[src/rtl/hamming_dec_pipe_if.sv]
// Valid/ready stream bundle for the Hamming(15,11) decoder: codeword in, corrected data out.
interface hamming_dec_pipe_if;
  localparam int unsigned CW_W   = 15;
  localparam int unsigned DATA_W = 11;
  localparam int unsigned SYN_W  = 4;

  logic              in_valid;
  logic              in_ready;
  logic [CW_W-1:0]   in_cw;
  logic              out_valid;
  logic              out_ready;
  logic [DATA_W-1:0] out_data;
  logic              out_corrected;
  logic [SYN_W-1:0]  out_syndrome;

  modport master (
    output in_valid, in_cw, out_ready,
    input  in_ready, out_valid, out_data, out_corrected, out_syndrome
  );

  modport slave (
    input  in_valid, in_cw, out_ready,
    output in_ready, out_valid, out_data, out_corrected, out_syndrome
  );
endinterface

[src/rtl/hamming_dec_pipe.sv]
// Three-stage Hamming(15,11) single-error-correcting decoder with elastic stall chain
// and handshake counters (word count wraps, correction count saturates).
module hamming_dec_pipe (
  input  logic                clk,
  input  logic                reset,
  hamming_dec_pipe_if.slave   bus,
  input  logic                clr_counts,
  output logic [15:0]         word_count,
  output logic [15:0]         corr_count
);
  localparam int unsigned CW_W   = 15;
  localparam int unsigned DATA_W = 11;
  localparam int unsigned SYN_W  = 4;
  localparam int unsigned CNT_W  = 16;

  // Syndrome is the XOR of the position indices of every set bit.
  function automatic logic [SYN_W-1:0] calc_syn(input logic [CW_W-1:0] cw);
    logic [SYN_W-1:0] s;
    s = '0;
    for (int unsigned i = 1; i <= CW_W; i++) begin
      if (cw[i-1]) s = s ^ SYN_W'(i);
    end
    return s;
  endfunction

  logic                en1, en2, en3;
  logic                v1, v2, v3;
  logic [CW_W-1:0]     cw1, cw2;
  logic [SYN_W-1:0]    syn2;
  logic [CW_W-1:0]     flip_mask_c;
  logic [CW_W-1:0]     fixed_c;
  logic [DATA_W-1:0]   data3;
  logic                corr3;
  logic [SYN_W-1:0]    syn3;
  logic                out_hs;

  assign en3 = !v3 | bus.out_ready;
  assign en2 = !v2 | en3;
  assign en1 = !v1 | en2;

  assign bus.in_ready      = en1;
  assign bus.out_valid     = v3;
  assign bus.out_data      = data3;
  assign bus.out_corrected = corr3;
  assign bus.out_syndrome  = syn3;

  always_comb begin
    flip_mask_c = '0;
    if (syn2 != '0) flip_mask_c = CW_W'(1) << (syn2 - SYN_W'(1));
    fixed_c = cw2 ^ flip_mask_c;
  end

  always_ff @(posedge clk or posedge reset) begin
    if (reset) begin
      v1  <= 1'b0;
      cw1 <= '0;
    end else if (en1) begin
      v1  <= bus.in_valid;
      cw1 <= bus.in_cw;
    end
  end

  always_ff @(posedge clk or posedge reset) begin
    if (reset) begin
      v2   <= 1'b0;
      cw2  <= '0;
      syn2 <= '0;
    end else if (en2) begin
      v2   <= v1;
      cw2  <= cw1;
      syn2 <= calc_syn(cw1);
    end
  end

  // Data bits live at positions 3,5-7,9-15 (vector bits 2,4-6,8-14).
  always_ff @(posedge clk or posedge reset) begin
    if (reset) begin
      v3    <= 1'b0;
      data3 <= '0;
      corr3 <= 1'b0;
      syn3  <= '0;
    end else if (en3) begin
      v3    <= v2;
      data3 <= {fixed_c[14:8], fixed_c[6:4], fixed_c[2]};
      corr3 <= (syn2 != '0);
      syn3  <= syn2;
    end
  end

  assign out_hs = v3 & bus.out_ready;

  // Clear wins over a same-cycle handshake.
  always_ff @(posedge clk or posedge reset) begin
    if (reset) begin
      word_count <= '0;
      corr_count <= '0;
    end else if (clr_counts) begin
      word_count <= '0;
      corr_count <= '0;
    end else if (out_hs) begin
      word_count <= word_count + CNT_W'(1);
      if (corr3 && (corr_count != '1)) corr_count <= corr_count + CNT_W'(1);
    end
  end
endmodule
[src/flat_wrapper.sv]
// flat-port wrapper written by rule: the top's interface ports become plain ports
module hamming_dec_pipe_flat 
  (clk, reset, clr_counts, word_count, corr_count, bus_in_valid, bus_in_cw, bus_out_ready, bus_in_ready, bus_out_valid, bus_out_data, bus_out_corrected, bus_out_syndrome);
  hamming_dec_pipe_if bus_i ();
  input  logic clk;
  input  logic reset;
  input  logic clr_counts;
  output logic [15:0] word_count;
  output logic [15:0] corr_count;
  input wire logic [$bits(bus_i.in_valid)-1:0] bus_in_valid;
  input wire logic [$bits(bus_i.in_cw)-1:0] bus_in_cw;
  input wire logic [$bits(bus_i.out_ready)-1:0] bus_out_ready;
  output wire logic [$bits(bus_i.in_ready)-1:0] bus_in_ready;
  output wire logic [$bits(bus_i.out_valid)-1:0] bus_out_valid;
  output wire logic [$bits(bus_i.out_data)-1:0] bus_out_data;
  output wire logic [$bits(bus_i.out_corrected)-1:0] bus_out_corrected;
  output wire logic [$bits(bus_i.out_syndrome)-1:0] bus_out_syndrome;
  assign bus_i.in_valid = bus_in_valid;
  assign bus_i.in_cw = bus_in_cw;
  assign bus_i.out_ready = bus_out_ready;
  assign bus_in_ready = bus_i.in_ready;
  assign bus_out_valid = bus_i.out_valid;
  assign bus_out_data = bus_i.out_data;
  assign bus_out_corrected = bus_i.out_corrected;
  assign bus_out_syndrome = bus_i.out_syndrome;
  hamming_dec_pipe u_core (.clk(clk), .reset(reset), .bus(bus_i), .clr_counts(clr_counts), .word_count(word_count), .corr_count(corr_count));
endmodule
[config.mk]
export PLATFORM = sky130hd
export DESIGN_NAME = hamming_dec_pipe_flat
export DESIGN_NICKNAME = d
export VERILOG_FILES = /design/src/rtl/hamming_dec_pipe_if.sv /design/src/rtl/hamming_dec_pipe.sv /design/src/flat_wrapper.sv
export SDC_FILE = /design/constraint.sdc
export NUM_CORES = 1
export LEC_CHECK = 0
export ABC_AREA = 1
export CAP_MARGIN = 20
export CORE_UTILIZATION = 30
export CTS_CLUSTER_SIZE = 12
export DETAILED_ROUTE_END_ITERATION = 6
export PLACE_DENSITY = 0.56
export SETUP_SLACK_MARGIN = 0.5
export SLEW_MARGIN = 5
export SYNTH_ARGS = -nofsm -noshare
export SYNTH_HDL_FRONTEND = slang
export SYNTH_SLANG_ARGS = --single-unit
[constraint.sdc]
create_clock -name clk -period 3.9 [get_ports clk]
set_input_delay 0.585 -clock clk [delete_from_list [all_inputs] [get_ports clk]]
set_output_delay 0.585 -clock clk [all_outputs]
set_load 0.005 [all_outputs]
==> metrics.txt <==
Synth top area share=45.8%; core area=14,500 µm²; CP arrival=2.24 ns; Avg Cell Area, Syn=7.42 µm²; Net Count, Synth=618; CTS sink cnt=81; Via density=4.62; critical-path maximum fanout=28; Layout area overhead=26.1%; initial antenna violation count=0; Post-CTS Setup Bufs=0; Initial Utilization=30.6%; post-cts resize count=0; cell accounting for the most synthesized area=dfrtp_1; WP data required=3.31 ns; first-pass GRT wire length=18,200 µm; Num CTS Buffers=9; P_leak=2.47 nW; Synth Warn #=0; largest net degree at the start of global routing=51; First DRT Iteration DRCs=259; chip height=123 µm; Routed Antenna Nets=0; startpoint types=input pin; via count=3,938; Layout Nets=686; area of the multi-input gates=2110 µm²; TNS Setup=0 ns; fin crit share=72.5%; Cells after Synth=596; Setup WS post-layout=1.07 ns; synthesized cell area=4420 µm²; layout cells sized above 1=6.43%; Yosys reg bits=81; total power=2.39 mW; top cells by area, synth=dfrtp_1, nand2_1, nand3_1; vias in the first global route=3,775; Slew Viols, Final=0; DRC violations left=0; VDD IR-drop max=292 µV; chip width=123 µm; worst skew pair latency=0.34 ns; gr ovfl total=0; Reg area=2030 µm²; crit path cell chain=clkdlybuf4s50_1 -> nor2_4 -> nand2_2 -> inv_2 -> nand2_2 -> buf_4 -> clkdlybuf4s50_1; final hold violation count=0; slew margin rel.=41.2%; All-Layer GR Usage=15.3%; RD Place Congestion=0.817; Post-DP HPWL=7770 µm; # IOs=70; Routed WL=10,600 µm; max_cap viols=0; floorplan die area=15,200 µm²; Worst-path clk slew=0.06 ns; Routed wire per std cell=12.4 µm; # fillers=1,523; status=complete, no violations; CTS Hold Bufs=0; pre-CTS setup slack=1.06 ns; Distinct cells, synth=29; FMAX=354 MHz; crit path max-delay cell type=clkdlybuf4s50_1; HP Class=reg2reg; register area share after synthesis=45.8%; power density of the placed cells=429 nW/µm²; # diodes=0; RSZ-0062 raised after global routing=false; PortBufs=69; DR pass1 iterations=4; Critical Path End Type=primary output; worst-margin pin slew=0.881 ns; clock skew=0.00371 ns; CTS tree=done; crit-path max cell delay=0.55 ns; Clock Tree Buf Depth=2; crit-path leading delay family=buffers and inverters; WP buf/inv=4; row count=44; CTS Root Cell=clkbuf_16; critical path class=in2out; Tmin final=2.83 ns; htree depth=3; endpoints failing setup=0
[placed cells by master, fill, tap and decap left out, types with 2 or more instances in the layout]
cell type / instances
nand3_1: 50
xor2_1: 16
a21oi_1: 8
o21a_1: 2
xnor2_1: 10
clkbuf_16: 9
clkinv_2: 4
inv_1: 49
inv_2: 3
buf_4: 6
dfrtp_1: 81
nand4_1: 12
ha_1: 2
nor3_1: 7
nand2_4: 2
nand2_2: 4
or2_2: 3
clkbuf_1: 2
nor2_1: 60
o21bai_1: 5
clkbuf_8: 2
nand2_1: 204
mux2_2: 4
o21ai_0: 35
clkdlybuf4s50_1: 69
nor2_2: 3
nand2b_1: 2
o21ai_1: 11
[metrics by stage]
step	utilization [%]	hold slack, ns	std cells	cell area, µm²
finish	38.5	0.484	853	5580
global route	38.5	0.500	853	5580
floorplan	-	0.461	596	4420
detailed placement	36.6	0.470	837	5300
CTS	38.5	0.483	853	5580
global placement	36.6	0.471	837	5300
[synthesized netlist by cell type]
library cell  instances
o21ai_0              35
dfrtp_1              81
o21bai_1              5
o21ai_1              11
buf_2                 5
a21oi_1               8
nand4_1              12
nand2_1             204
inv_2                 3
buf_6                 2
nand3_1              50
nor3_2                1
nor2_1               60
clkbuf_1             11
xor2_1               16
nand2b_1              2
nor3_1                7
xnor2_1              10
mux2_2                4
or2_2                 3
nand2_2               4
nor2_2                3
nor2_4                1
nand3_2               1
a32oi_1               1
o21a_1                2
nand2_4               2
inv_1                50
ha_1                  2
[routing by layer]
metal  vias to the layer above  track usage, %  wire length, µm
met3                        13            3.92              514
met1                      1815            19.2             4810
met5                         -               0                0
met4                         0            4.67              156
met2                        75            25.9             5100
li1                       2035               -                -
[layout make-up]
type	count	share of cell area, %
well taps	184	4.13
clock inverters	3	0.269
repair buffers	75	13.2
multi-input cells	444	37.8
flip-flops and latches	81	36.3
inverters	53	3.59
clock buffers	13	4.67
[registers in the layout (all words and copies together), names as in the netlist]
name	flops
u_core.bus.out_corrected	1
u_core.bus.out_data	11
u_core.bus.out_syndrome	4
u_core.bus.out_valid	1
u_core.corr_count	16
u_core.cw1	15
u_core.cw2	11
u_core.syn2	4
u_core.v1	1
u_core.v2	1
u_core.word_count	16
[cell families (layout without fill, tap and decap cells)]
kind of cell / count (synthesis) / in the layout / synth area share [%]
buffers and inverters: 71 / 144 / 6.50
adder cells (fa/ha/maj): 2 / 2 / 0.566
XOR/XNOR: 26 / 26 / 5.15
multiplexers: 4 / 4 / 1.02
AO/OA/AOI/OAI: 62 / 62 / 7.49
AND/OR/NAND/NOR: 350 / 350 / 33.5
flip-flops: 81 / 81 / 45.8
[final timing paths]
check,from,end,slack [ns],depth (start not counted)
worst max-delay path,bus_out_ready,bus_in_ready,1.07,7
worst min-delay path,u_core.v2$_DFFE_PP0P_,u_core.bus.out_valid$_DFFE_PP0P_,0.48,1
worst max register to register,u_core.corr_count[0]$_DFFE_PP0P_,u_core.corr_count[8]$_DFFE_PP0P_,2.04,10
worst min register to register,u_core.v2$_DFFE_PP0P_,u_core.bus.out_valid$_DFFE_PP0P_,0.48,1
max in group asynchronous,reset,u_core.bus.out_data[10]$_DFFE_PP0P_,2.13,4
min in group asynchronous,reset,u_core.word_count[5]$_DFFE_PP0P_,0.73,2
[report_power, final]
part	switching [mW]	leakage (nW)	total (mW)	internal, mW
logic	0.275	1.31	0.527	0.252
registers	0.120	1.03	1.08	0.956
clock network	0.325	0.139	0.788	0.463
total	0.720	2.47	2.39	1.67
Power figures use the tool's default switching activity.
